## config.mk

```make
export PLATFORM = sky130hd
export DESIGN_NAME = ssd_reader
export DESIGN_NICKNAME = d
export VERILOG_FILES = /design/src/rtl/ssd_reader.sv
export SDC_FILE = /design/constraint.sdc
export NUM_CORES = 1
export LEC_CHECK = 0
export BUFFER_PORTS_ARGS = -buffer_cell sky130_fd_sc_hd__clkbuf_2
export CORE_MARGIN = 5
export CORE_UTILIZATION = 55
export CTS_BUF_LIST = sky130_fd_sc_hd__clkbuf_2 sky130_fd_sc_hd__clkbuf_4 sky130_fd_sc_hd__clkbuf_8
export DETAILED_ROUTE_END_ITERATION = 10
export HOLD_SLACK_MARGIN = 0.15
export PLACE_DENSITY = 0.79
export SETUP_SLACK_MARGIN = 0.02
export SLEW_MARGIN = 20
export SYNTH_ARGS = -nofsm -noshare
export SYNTH_HDL_FRONTEND = slang
export SYNTH_SLANG_ARGS = --single-unit
```

## constraint.sdc

```tcl
create_clock -name clk -period 5.79 [get_ports clk]
set_clock_uncertainty 0.05 [all_clocks]
set_input_delay 1.158 -clock clk [delete_from_list [all_inputs] [get_ports clk]]
set_output_delay 1.158 -clock clk [all_outputs]
set_load 0.02 [all_outputs]
```

## src/rtl/ssd_reader.sv

```systemverilog
// Recovers the digit codes shown on a multiplexed 7-segment display by sampling its anode/segment pins.
// Optional SSD_READER_ERRCNT_EN adds err_cnt, a saturating count of commits of the invalid code.
module ssd_reader #(
    parameter int NUM_DIGITS = 4,
    parameter int SETTLE_CYC = 8,
    parameter int STABLE_CNT = 3
) (
    input  logic                    clk,
    input  logic                    rst,
    input  logic [6:0]              seg_in,
    input  logic [NUM_DIGITS-1:0]   an_in,
    output logic [5*NUM_DIGITS-1:0] digits,
    output logic [NUM_DIGITS-1:0]   digit_valid,
    output logic                    upd,
    output logic [2:0]              upd_idx
`ifdef SSD_READER_ERRCNT_EN
    ,
    output logic [7:0]              err_cnt
`endif
);

    logic [6:0]            seg_s1, seg_s2;
    logic [NUM_DIGITS-1:0] an_s1, an_s2;
    logic [7:0]            settle;
    logic [3:0]            zeros;
    logic                  one_hot;
    logic                  sample;
    logic [2:0]            sel;
    logic [4:0]            code;
    logic [4:0]            cand [NUM_DIGITS];
    logic [3:0]            match_cnt [NUM_DIGITS];
    logic                  pend;
    logic [2:0]            pend_idx;
    logic [4:0]            pend_code;

    function automatic logic [4:0] decode(input logic [6:0] s);
        case (s)
            7'b1000000: decode = 5'h00;
            7'b1111001: decode = 5'h01;
            7'b0100100: decode = 5'h02;
            7'b0110000: decode = 5'h03;
            7'b0011001: decode = 5'h04;
            7'b0010010: decode = 5'h05;
            7'b0000010: decode = 5'h06;
            7'b1111000: decode = 5'h07;
            7'b0000000: decode = 5'h08;
            7'b0011000: decode = 5'h09;
            7'b0001000: decode = 5'h0A;
            7'b0000011: decode = 5'h0B;
            7'b1000110: decode = 5'h0C;
            7'b0100001: decode = 5'h0D;
            7'b0000110: decode = 5'h0E;
            7'b0001110: decode = 5'h0F;
            7'b1111111: decode = 5'h10;
            default:    decode = 5'h1F;
        endcase
    endfunction

    always_ff @(posedge clk or posedge rst) begin
        if (rst) begin
            seg_s1 <= '1;
            seg_s2 <= '1;
            an_s1  <= '1;
            an_s2  <= '1;
        end else begin
            seg_s1 <= seg_in;
            seg_s2 <= seg_s1;
            an_s1  <= an_in;
            an_s2  <= an_s1;
        end
    end

    always_comb begin
        zeros = '0;
        sel   = '0;
        for (int i = 0; i < NUM_DIGITS; i++) begin
            if (!an_s2[i]) begin
                zeros = zeros + 4'd1;
                sel   = 3'(i);
            end
        end
        one_hot = (zeros == 4'd1);
        code    = decode(seg_s2);
        sample  = (an_s1 == an_s2) && one_hot && (settle == 8'(SETTLE_CYC - 1));
    end

    // The counter is cleared on the same edge the synchronized anodes change, so it
    // reaches SETTLE_CYC exactly SETTLE_CYC cycles after a new pattern appears.
    always_ff @(posedge clk or posedge rst) begin
        if (rst) begin
            settle <= '0;
        end else if ((an_s1 != an_s2) || !one_hot) begin
            settle <= '0;
        end else if (settle != 8'(SETTLE_CYC)) begin
            settle <= settle + 8'd1;
        end
    end

    always_ff @(posedge clk or posedge rst) begin
        if (rst) begin
            for (int i = 0; i < NUM_DIGITS; i++) begin
                cand[i]      <= 5'h1F;
                match_cnt[i] <= '0;
            end
            pend      <= 1'b0;
            pend_idx  <= '0;
            pend_code <= '0;
        end else begin
            pend <= 1'b0;
            if (sample) begin
                pend_idx  <= sel;
                pend_code <= code;
                for (int i = 0; i < NUM_DIGITS; i++) begin
                    if (sel == 3'(i)) begin
                        if (code == cand[i]) begin
                            if (match_cnt[i] < 4'(STABLE_CNT))
                                match_cnt[i] <= match_cnt[i] + 4'd1;
                            // Only the sample that lifts the count onto STABLE_CNT may commit.
                            pend <= (match_cnt[i] == 4'(STABLE_CNT - 1)) &&
                                    (!digit_valid[i] || (digits[5*i +: 5] != code));
                        end else begin
                            cand[i]      <= code;
                            match_cnt[i] <= 4'd1;
                            pend <= (STABLE_CNT == 1) &&
                                    (!digit_valid[i] || (digits[5*i +: 5] != code));
                        end
                    end
                end
            end
        end
    end

    always_ff @(posedge clk or posedge rst) begin
        if (rst) begin
            digits      <= '0;
            digit_valid <= '0;
            upd         <= 1'b0;
            upd_idx     <= '0;
        end else begin
            upd <= pend;
            if (pend) begin
                upd_idx <= pend_idx;
                for (int i = 0; i < NUM_DIGITS; i++) begin
                    if (pend_idx == 3'(i)) begin
                        digits[5*i +: 5] <= pend_code;
                        digit_valid[i]   <= 1'b1;
                    end
                end
            end
        end
    end

`ifdef SSD_READER_ERRCNT_EN
    always_ff @(posedge clk or posedge rst) begin
        if (rst) begin
            err_cnt <= '0;
        end else if (pend && (pend_code == 5'h1F) && (err_cnt != 8'hFF)) begin
            err_cnt <= err_cnt + 8'd1;
        end
    end
`endif

endmodule

```

======== Word-level counts from Yosys, hierarchy flattened ========
Cells that the tools add are included.
cells by class
  $add $sub $neg .......................... 8
  $lt $le $gt $ge ......................... 4
  eq/ne operators ......................... 43
  multiplexer cells ....................... 27
  bitwise logic cells ..................... 4
  reductions and logical operators ........ 32
operators with widths
  operator               count
  $pmux W5 S17           1
  $mux W4                11
  $eq A7 B7 Y1 const B   5
  $add A4 B1 Y4 const B  7
  $reduce_and A3 Y1      8
  $eq A7 B5 Y1 const B   3
  $eq A7 B6 Y1 const B   3
  $eq A5 B5 Y1           4
  $ne A5 B5 Y1           4
  $eq A4 B2 Y1 const B   4
  $lt A4 B2 Y1 const B   4
  $mux W8                2
  $eq A7 B2 Y1 const B   2
  $eq A7 B4 Y1 const B   2
  $eq A3 B2 Y1 const B   4
  $mux W1                11
  $add A8 B1 Y8 const B  1
  $eq A8 B3 Y1 const B   1
  $ne A2 B1 Y1 const B   4
  $ne A8 B4 Y1 const B   1
  $reduce_and A2 Y1      4
  $eq A7 B3 Y1 const B   1
  $logic_not A7 Y1       1
  $eq A3 B1 Y1 const B   2
  other kinds (10)       28
storage, ports and cells
  bits in registers ....................... 103
  input bits .............................. 13
  output and inout port bits .............. 28
  logic and storage cells ................. 144

======== Longest topological paths before layout ========
Gate-level depths: netlist of run 1.
  depth in word-level cells ............... 11
  depth in mapped cells ................... 13
  mapped depth without buffers ............ 13

======== Least setup slack after synthesis of run 1 ========
OpenSTA, ideal clock, no wires.
  path kind ............................... register to register
  from .................................... reg an_s2[1]
  to ...................................... reg cand[16] (netlist bit)
  setup time .............................. 82 ps
  arrival time ............................ 3,530 ps
  data required time ...................... 5,658 ps
  path slack .............................. 2,128 ps
  cell stages (with the launch flop) ...... 11
  path buffers ............................ 0
  clock period less this slack ............ 3,662 ps
  cells stage by stage .................... dfstp_2 -> inv_1 -> ha_1 -> xnor2_1 -> ha_1 -> or4_1 -> o221ai_1 -> nand2_1 -> or4b_2 -> a21oi_1 -> mux2_2
between the ends
  cells in the longest elaborated chain, start to end .. 9
  elaborated cells between the ends (all ways) .. 14
  those cells by class .................... add/sub (2); eq/ne (2); mux (6); reduce/logical (4)
ends and longest elaborated chain
  element                                 line  text
  start: declaration                      23    logic [NUM_DIGITS-1:0] an_s1, an_s2;
  start signal: assignment                69    an_s2 <= an_s1;
  $mux W4                                 77    if (!an_s2[i]) begin
  $add A4 B1 Y4                           78    zeros = zeros + 4'd1;
  $mux W4                                 77
  $add A4 B1 Y4                           78
  $mux W4                                 77
  $eq A4 B1 Y1                            82    one_hot = (zeros == 4'd1);
  $logic_and A1 B1 Y1 (2 in a row)        84    sample = (an_s1 == an_s2) && one_hot && (settle == 8'(SETTLE_CYC - 1));
  $reduce_and A3 Y1 (no source line) (*)  --
  end signal: indexed assignment          122   cand[i] <= code;
  end: declaration                        30    logic [4:0] cand [NUM_DIGITS];
Every way passes the cells marked *; elsewhere a longest branch is shown, timed or not.
A chain may end at the register's enable or synchronous reset.

======== Final worst setup path of run 1 ========
  from .................................... reg an_s2[1]
  to ...................................... reg cand[18] (netlist bit)
Same word-level chain as after synthesis.

==> results.tsv, run 1 <==
metric	value	unit
Hold Crit Class	reg -> reg	
DIE AREA	11550	sq um
number of antenna violations at the first check in global routing	0	
antenna-violating nets left	0	
Worst Path Required	6050	ps
final core utilization	61.31	%
wire length per cell	15.97	um
CTS H-Tree Depth	3	
Fillers	756	
RSZ-0062 raised after global routing	false	
worst slew pin tran	869.7	ps
WP data arrival	4290	ps
crit-path cells	inv_1 -> ha_1 -> xnor2_1 -> ha_1 -> or4_1 -> o221ai_1 -> nand2_1 -> or4b_2 -> a21oi_1 -> mux2_2	
crit path max fanout	5	
Die Ht	107.5	um
clk sinks	101	
Reg clk slew, reported paths	110	ps
DR iter-0 viols	146	
clk buf depth	2	
DR pass1 iterations	5	
crit-path max cell delay	690	ps
# IOs	41	
global routing's busiest layer	met2	
most frequent cells in the layout	dfrtp_1, nor2_1, dfstp_2, clkbuf_2, mux2_2	
Lkg Pwr	0.002513	uW
Starting Density	56.53	%
Syn-to-layout area delta	8.455	%
final setup TNS	0	ps
Post-synth EDFFs	0	
Post-Route WL	10.04	mm
CTS Hold Bufs	0	
Main synth FF type	dfrtp_1	
first-pass GRT wire length	17.05	mm
Chip Width	107.5	um
CTS tree	yes	
post-route minimum period	4034	ps
setup violators final	0	
largest net degree at the start of global routing	64	
clock buffer count from CTS	9	
vias in the first global route	3588	
Site Rows	35	
DRC violations left	0	
FFs w/ async S/R, synth	100.0	%
Place WS	1799	ps
Buf+Inv Stages, Crit Path	1	
PortBufs	39	
Post-Syn Area	5224	sq um
antenna cell count	0	
Yosys cell types	75	
CP delay by family, top	simple AND/OR/NAND/NOR gates	
Synth warnings	0	
Nets	521	
Gate Count Post-Synth	463	
Setup crit end kind	flop	
Pwr Density	226.2	nW/um^2
Placeable Area	9240	sq um
root buffer cell	clkbuf_8	
Placer Congestion	0.8380	
status	finished clean	
met2 Track Usage GR	30.92	%
mean post-synth cell area	11.28	sq um
vias per inst	5.569	
most numerous cell on the critical path	ha_1	
Hold WS	305.6	ps
Slew headroom	41.90	%
share of layout cells above drive strength 1	31.80	%
Yosys reg bits	101	
VDD IR max	0.0001182	V
critical path class	reg -> reg	
grt ovf	0	
met1 Usage GRT	24.16	%
Clock Latency Late Sink	370	ps
number of setup buffers added after CTS	0	
Multi-input gate area	2432	sq um
final worst slack	1756	ps
via count	3503	
final hold violation count	0	
DP HPWL	7.115	mm
maximum clock frequency	0.2479	GHz
final number of max-transition violations	0	
total track usage	18.59	%
commonest non-fill, non-tap cell in the layout	dfrtp_1	
post-CTS sizing	0	
Mapped Nets	489	
crit share post-route	69.68	%
crit path launch type	flop	
# Max-Cap Violations	0	
Reg area	2580	sq um
grt met3 use	3.959	%
slowest CP cell	or4b_2	
post-synthesis sequential area ratio	49.39	%
-- synthesized netlist by cell type, drive strengths merged, types with 2 or more instances --
library cell | count | area [sq um]
and4b | 2 | 21.27
nor4 | 2 | 18.77
nand4 | 4 | 25.02
or4 | 2 | 15.01
and4bb | 2 | 25.02
nand2b | 4 | 25.02
and4 | 2 | 17.52
nor3b | 3 | 22.52
buf | 15 | 117.6
nor3 | 18 | 100.1
nand3 | 13 | 65.06
or2 | 3 | 18.77
a31o | 2 | 17.52
clkbuf | 5 | 18.77
ha | 13 | 162.7
a21oi | 18 | 105.1
nand4b | 2 | 17.52
nand2 | 19 | 71.32
or4b | 3 | 30.03
dfrtp | 59 | 1476
xnor2 | 27 | 236.5
o22ai | 2 | 12.51
and3 | 5 | 33.78
a31oi | 4 | 46.29
o211ai | 3 | 22.52
nor2 | 45 | 168.9
mux2i | 8 | 80.08
o2111ai | 4 | 35.03
xor2 | 20 | 182.7
or3b | 5 | 46.30
mux2 | 32 | 360.4
nor4b | 4 | 35.03
nor2b | 10 | 62.56
a211o | 2 | 18.77
dfstp | 42 | 1104
a32o | 2 | 20.02
or3 | 6 | 37.54
nand3b | 6 | 45.04
inv | 20 | 75.07
o21ai | 8 | 40.03
-- sequential cells by signal, indices dropped and copies added, names as in the netlist --
signal,flops
seg_s2,7
pend_code,5
upd,1
seg_s1,7
settle,8
match_cnt,16
an_s1,4
an_s2,4
upd_idx,2
pend_idx,2
digit_valid,4
digits,20
cand,20
pend,1
-- cell type report --
class / count / share of cell area [%]
Sequential cell: 101 / 45.54
Multi-Input combinational cell: 322 / 42.93
Timing Repair Buffer: 41 / 3.710
Tap cell: 129 / 2.849
Clock buffer: 9 / 2.186
Clock inverter: 7 / 1.413
Inverter: 20 / 1.369
-- path summary, 6_finish.rpt --
kind | start | to | slack, ps | depth (start not counted)
hold reg to reg | seg_s1[0]$_DFF_PP1_ | seg_s2[0]$_DFF_PP1_ | 310 | 0
setup / recovery | an_s2[1]$_DFF_PP1_ | cand[18]$_DFFE_PP1P_ | 1760 | 10
max in group asynchronous | rst | settle[5]$_DFFE_PP0P_ | 3790 | 3
setup reg to reg | an_s2[1]$_DFF_PP1_ | cand[18]$_DFFE_PP1P_ | 1760 | 10
min in group asynchronous | rst | digits[14]$_DFFE_PP0P_ | 750 | 2
hold / removal | seg_s1[0]$_DFF_PP1_ | seg_s2[0]$_DFF_PP1_ | 310 | 0
-- worst register-to-register path, stage by stage (launching register included) --
cell      delay, ps
dfstp_2         580
inv_1           100
ha_1            330
xnor2_1         150
ha_1            320
or4_1           550
o221ai_1        260
nand2_1         140
or4b_2          690
a21oi_1         420
mux2_2          400
-- kinds of logic after synthesis --
logic type	synth area share, %
mux	8.431
flops	49.39
fa+ha+maj	3.114
xor+xnor	8.024
compound gates	9.318
buf+inv	4.048
other cells	0.07179
simple gates	17.60
-- power breakdown --
group | internal, uW | leakage, uW | switching (uW)
logic | 32.2 | 0.00115 | 53.9
clock network | 206 | 0.000102 | 254
registers | 721 | 0.00126 | 14.9
total | 959 | 0.00251 | 322
-- routing by layer --
| metal | part of all wire [%] | up-vias |
|---|---|---|
| met2 | 49 | 65 |
| met1 | 46 | 1737 |
| met3 | 3.5 | 11 |
| met5 | 0 | - |
| li1 | - | 1690 |
| met4 | 1.4 | 0 |
-- stage by stage --
stage               instance area, sq um  total power, uW  std cells
finish                              5665             1281        629
global route                        5665             1339        629
CTS                                 5665             1296        629
detailed placement                  5461            834.9        613
global placement                    5461            830.6        613
floorplan                           5224            817.0        463
Power figures use the tool's default switching activity.
==> run 2, diff against run 1 <==
--- a/config.mk
+++ b/config.mk
@@ -11,7 +11,7 @@
 export CTS_BUF_LIST = sky130_fd_sc_hd__clkbuf_2 sky130_fd_sc_hd__clkbuf_4 sky130_fd_sc_hd__clkbuf_8
 export DETAILED_ROUTE_END_ITERATION = 10
 export HOLD_SLACK_MARGIN = 0.15
-export PLACE_DENSITY = 0.79
+export PLACE_DENSITY = 0.82
 export SETUP_SLACK_MARGIN = 0.02
 export SLEW_MARGIN = 20
 export SYNTH_ARGS = -nofsm -noshare
==> constraint.sdc (replaced) <==
create_clock -name clk -period 3.6 [get_ports clk]
set_clock_uncertainty 0.05 [all_clocks]
set_input_delay 0.72 -clock clk [delete_from_list [all_inputs] [get_ports clk]]
set_output_delay 0.72 -clock clk [all_outputs]
set_load 0.02 [all_outputs]
==> run 2 against run 1 <==
Compared with the run above:
- utilization rose by 3.1 points
- sequential share of layout area shrank 2.2 points
- worst setup slack lost 1700 ps
- combinational power is 95% higher
- die area is the same
- register-to-register slack worse by 1700 ps
- hold slack about the same
- first-iteration DRC count down 10%
- sequential power up 60%
- sequential cell count unchanged
- via count grew 4.6%
- power increased by 67%
==> results.tsv, run 2 (same netlist as run 1, synthesis figures left out) <==
metric	value	unit
CTS Hold Bufs	0	
# IOs	41	
Die Ht	107.5	um
RSZ-0062 raised after global routing	false	
share of layout cells above drive strength 1	37.14	%
flop-to-flop setup slack	100	ps
Site Rows	35	
Top Registers	cand: 20 flops, digits: 20 flops, match_cnt: 16 flops	
Placer Congestion	0.8339	
Worst Path Required	3850	ps
# Max-Cap Violations	0	
root buffer cell	clkbuf_8	
antenna cell count	0	
Chip Width	107.5	um
most frequent cells in the layout	dfrtp_1, nor2_1, dfstp_2, clkbuf_2, mux2_2	
placed cell count	636	
commonest non-fill, non-tap cell in the layout	dfrtp_1	
Starting Density	56.53	%
critical path class	reg -> reg	
clk buf depth	2	
Lkg Pwr	0.002668	uW
VDD IR max	0.0004188	V
Placeable Area	9240	sq um
first-pass GRT wire length	18.41	mm
Setup crit end kind	flop	
cells on worst reg2reg path	11	
DP HPWL	7.687	mm
post-route minimum period	3504	ps
Hold Startpoint	seg_s1[4]$_DFF_PP1_	
clk sinks	101	
antenna-violating nets left	0	
crit-path cells	inv_1 -> ha_4 -> xnor2_2 -> ha_1 -> or4_4 -> o221ai_4 -> nand2_2 -> or4b_4 -> a21oi_2 -> buf_4 -> mux2_2	
Clock Latency Late Sink	370	ps
CP delay by family, top	simple AND/OR/NAND/NOR gates	
Hold WS	305.4	ps
wire length per cell	16.65	um
via count	3664	
Hold Crit Class	reg -> reg	
vias in the first global route	3772	
CTS H-Tree Depth	3	
Buf+Inv Stages, Crit Path	2	
Hold Path Sink	seg_s2[4]$_DFF_PP1_	
Syn-to-layout area delta	13.99	%
PortBufs	39	
status	finished clean	
crit path launch type	flop	
Pwr Density	358.3	nW/um^2
DIE AREA	11550	sq um
worst hold stages	0	
setup violators final	0	
Nets	546	
maximum clock frequency	0.2854	GHz
final number of max-transition violations	0	
final core utilization	64.44	%
clock buffer count from CTS	9	
crit share post-route	97.33	%
Slew headroom	37.74	%
largest net degree at the start of global routing	48	
final cell count without fillers	654	
vias per inst	5.602	
R2R Path End	cand[13]$_DFFE_PP1P_	
crit-path max cell delay	560	ps
final hold violation count	0	
crit path max fanout	5	
CTS tree	yes	
WP data arrival	3750	ps
DR pass1 iterations	4	
grt ovf	0	
DRC violations left	0	
total track usage	20.19	%
Worst setup startpoint	an_s2[0]$_DFF_PP1_	
number of antenna violations at the first check in global routing	0	
Reg clk slew, reported paths	100	ps
DR iter-0 viols	131	
worst slew pin tran	931.9	ps
slowest CP cell	or4_4	
Post-Route WL	10.89	mm
RR Startpoint	an_s2[0]$_DFF_PP1_	
-- run 2: changes by cell type in the layout (fill, tap and decap cells not counted), sizes merged --
cell and delta:
inv -1, buf +25, bufinv +1, clkbuf +1
clkinvlp -1
-- run 2: worst max-delay path by stage --
stage / cells past startpoint / endpoint / slack, ps
2_1_floorplan: 10 / cand[11]$_DFFE_PP1P_ / 40
6_report: 11 / cand[13]$_DFFE_PP1P_ / 100
5_1_grt: 11 / cand[11]$_DFFE_PP1P_ / 9
3_5_place_dp: 10 / cand[16]$_DFFE_PP1P_ / -100
4_1_cts: 11 / cand[13]$_DFFE_PP1P_ / 30
3_3_place_gp: 10 / cand[16]$_DFFE_PP1P_ / 60
-- run 2: timing repair --
| action | CTS | global route |
|---|---|---|
| pin swaps | 0 | 2 |
| resized for setup | 3 | 9 |
| setup endpoints to repair | 8 | 15 |
| setup buffers | 0 | 2 |
-- run 2: power by group --
part / switching [uW] / leakage (uW) / total (uW) / internal, uW
Sequential: 23.9 / 0.00126 / 1180 / 1160
Combinational: 97.9 / 0.00129 / 168 / 69.7
Clock: 383 / 0.000114 / 783 / 400
Total: 505 / 0.00267 / 2130 / 1630
-- run 2: routing by layer --
metal	part of all wire, %	vias up	routed length (um)	global-route usage (%)
met1	42	1831	4599	25.33
met2	52	73	5672	34.36
li1	-	1746	-	-
met5	0	-	0	0
met3	4.1	14	443	4.319
met4	1.6	0	175	7.394
-- run 2: layout make-up --
cell class / count / area (sq um)
Fill cell: 712 / 3286
Sequential cell: 101 / 2580
Multi-Input combinational cell: 322 / 2509
Timing Repair Buffer: 66 / 410.4
Tap cell: 129 / 161.4
Clock buffer: 10 / 131.4
Clock inverter: 6 / 85.08
Inverter: 20 / 77.57
-- run 2: stage by stage --
| step | worst slack [ps] | TNS, ps | cell area, sq um | total power [uW] |
|---|---|---|---|---|
| after floorplan | 37.97 | 0 | 5228 | 1314 |
| after global placement | 59.54 | 0 | 5650 | 1348 |
| after detailed placement | -97.64 | -284.9 | 5650 | 1356 |
| after CTS | 27.64 | 0 | 5879 | 2147 |
| after global routing | 9.309 | 0 | 5954 | 2221 |
| final | 96.28 | 0 | 5954 | 2134 |
==> run 3, diff against run 2 <==
--- a/config.mk
+++ b/config.mk
@@ -11,7 +11,7 @@
 export CTS_BUF_LIST = sky130_fd_sc_hd__clkbuf_2 sky130_fd_sc_hd__clkbuf_4 sky130_fd_sc_hd__clkbuf_8
 export DETAILED_ROUTE_END_ITERATION = 10
 export HOLD_SLACK_MARGIN = 0.15
-export PLACE_DENSITY = 0.82
+export PLACE_DENSITY_LB_ADDON = 0.3
 export SETUP_SLACK_MARGIN = 0.02
 export SLEW_MARGIN = 20
 export SYNTH_ARGS = -nofsm -noshare
==> run 3 against run 2 <==
Compared with the run above:
- die area unchanged
- register-to-register slack about the same
- critical path depth decreased by 1
- critical path type unchanged
- largest power group unchanged
==> results.tsv, run 3 (same netlist as run 1, synthesis figures left out) <==
metric	value	unit
status	finished clean	
CP delay by family, top	simple AND/OR/NAND/NOR gates	
DIE AREA	11550	sq um
crit share post-route	97.74	%
number of antenna violations at the first check in global routing	0	
CTS H-Tree Depth	3	
commonest non-fill, non-tap cell in the layout	dfrtp_1	
Multi-input gate area	2505	sq um
Slew headroom	38.82	%
antenna cell count	0	
Top Registers	cand: 20 flops, digits: 20 flops, match_cnt: 16 flops	
final worst slack	81.34	ps
Lkg Pwr	0.002661	uW
Placer Congestion	0.8530	
first-pass GRT wire length	18.44	mm
crit path max fanout	4	
Hold Crit Class	reg -> reg	
RR Startpoint	an_s2[0]$_DFF_PP1_	
# IOs	41	
post-route minimum period	3519	ps
vias per inst	5.622	
cells on worst reg2reg path	10	
PortBufs	39	
setup violators final	0	
Place WS	-37.19	ps
antenna-violating nets left	0	
Buf+Inv Stages, Crit Path	1	
Site Rows	35	
Syn-to-layout area delta	13.41	%
share of layout cells above drive strength 1	36.95	%
Worst Path Required	3850	ps
Hold WS	304.6	ps
VDD IR max	0.0004080	V
Hold Startpoint	seg_s1[6]$_DFF_PP1_	
Reg clk slew, reported paths	90	ps
grt ovf	0	
worst hold stages	0	
Reg area	2580	sq um
via count	3677	
final number of max-transition violations	0	
DP HPWL	7.687	mm
CTS tree	yes	
Setup crit end kind	flop	
DR iter-0 viols	179	
flop-to-flop setup slack	80	ps
DR pass1 iterations	4	
slowest CP cell	or4b_1	
Post-Route WL	10.68	mm
crit-path max cell delay	590	ps
most frequent cells in the layout	dfrtp_1, nor2_1, dfstp_2, clkbuf_2, mux2_2	
clock buffer count from CTS	9	
Nets	546	
worst slew pin tran	915.7	ps
# Max-Cap Violations	0	
Clock Latency Late Sink	370	ps
Starting Density	56.53	%
Pwr Density	351.2	nW/um^2
DRC violations left	0	
Fillers	748	
Hold Path Sink	seg_s2[6]$_DFF_PP1_	
total track usage	20.23	%
clk sinks	101	
maximum clock frequency	0.2842	GHz
clk buf depth	2	
crit path launch type	flop	
Die Ht	107.5	um
crit-path cells	inv_1 -> ha_4 -> xnor2_1 -> ha_1 -> or4_1 -> o221ai_2 -> nand2_2 -> or4b_1 -> a21oi_4 -> mux2_2	
wire length per cell	16.33	um
R2R Path End	cand[13]$_DFFE_PP1P_	
largest net degree at the start of global routing	44	
final hold violation count	0	
Chip Width	107.5	um
root buffer cell	clkbuf_8	
vias in the first global route	3762	
critical path class	reg -> reg	
WP data arrival	3770	ps
Placeable Area	9240	sq um
-- run 3: report_power, final --
| group | leakage, uW | internal (uW) | total, uW | switching (uW) |
|---|---|---|---|---|
| Combinational | 0.00129 | 65.5 | 162 | 96.6 |
| Sequential | 0.00126 | 1160 | 1180 | 23.3 |
| Clock | 0.000105 | 335 | 736 | 401 |
| Total | 0.00266 | 1560 | 2080 | 521 |
-- run 3: routing by layer --
metal	global-route usage [%]	routed length [um]	up-vias
li1	-	-	1754
met1	26.26	4728	1816
met2	33.69	5233	81
met3	4.199	427	26
met4	7.124	287	0
met5	0	0	-
-- run 3: worst max-delay path by stage --
stage,from,endpoint,depth (start not counted)
after floorplan,an_s2[1]$_DFF_PP1_,cand[11]$_DFFE_PP1P_,10
final,an_s2[0]$_DFF_PP1_,cand[13]$_DFFE_PP1P_,10
after CTS,an_s2[0]$_DFF_PP1_,cand[13]$_DFFE_PP1P_,10
after global routing,an_s2[0]$_DFF_PP1_,cand[4]$_DFFE_PP1P_,13
after detailed placement,an_s2[0]$_DFF_PP1_,cand[16]$_DFFE_PP1P_,10
after global placement,an_s2[0]$_DFF_PP1_,cand[18]$_DFFE_PP1P_,10
-- run 3: timing repair --
action	CTS	global route
resized for setup	4	9
setup buffers	0	1
setup endpoints to repair	7	13
endpoints found under the hold margin	0	0
pin swaps	0	7
hold buffers	0	0
-- run 3: layout make-up --
type	count	area share (%)
Clock buffer	10	2.218
Clock inverter	6	1.140
Inverter	20	1.309
Multi-Input combinational cell	322	42.28
Sequential cell	101	43.55
Tap cell	129	2.724
Timing Repair Buffer	66	6.779
-- run 3: metrics by stage --
| step | util [%] | cell area, sq um | total power [uW] | setup TNS, ps | cells |
|---|---|---|---|---|---|
| after global placement | 61.10 | 5645 | 1351 | 0 | 637 |
| after floorplan | - | 5228 | 1314 | 0 | 463 |
| after global routing | 64.12 | 5924 | 2176 | -189.9 | 654 |
| after detailed placement | 61.10 | 5645 | 1358 | -105.1 | 637 |
| after CTS | 63.45 | 5863 | 2096 | 0 | 653 |
| final | 64.12 | 5924 | 2080 | 0 | 654 |
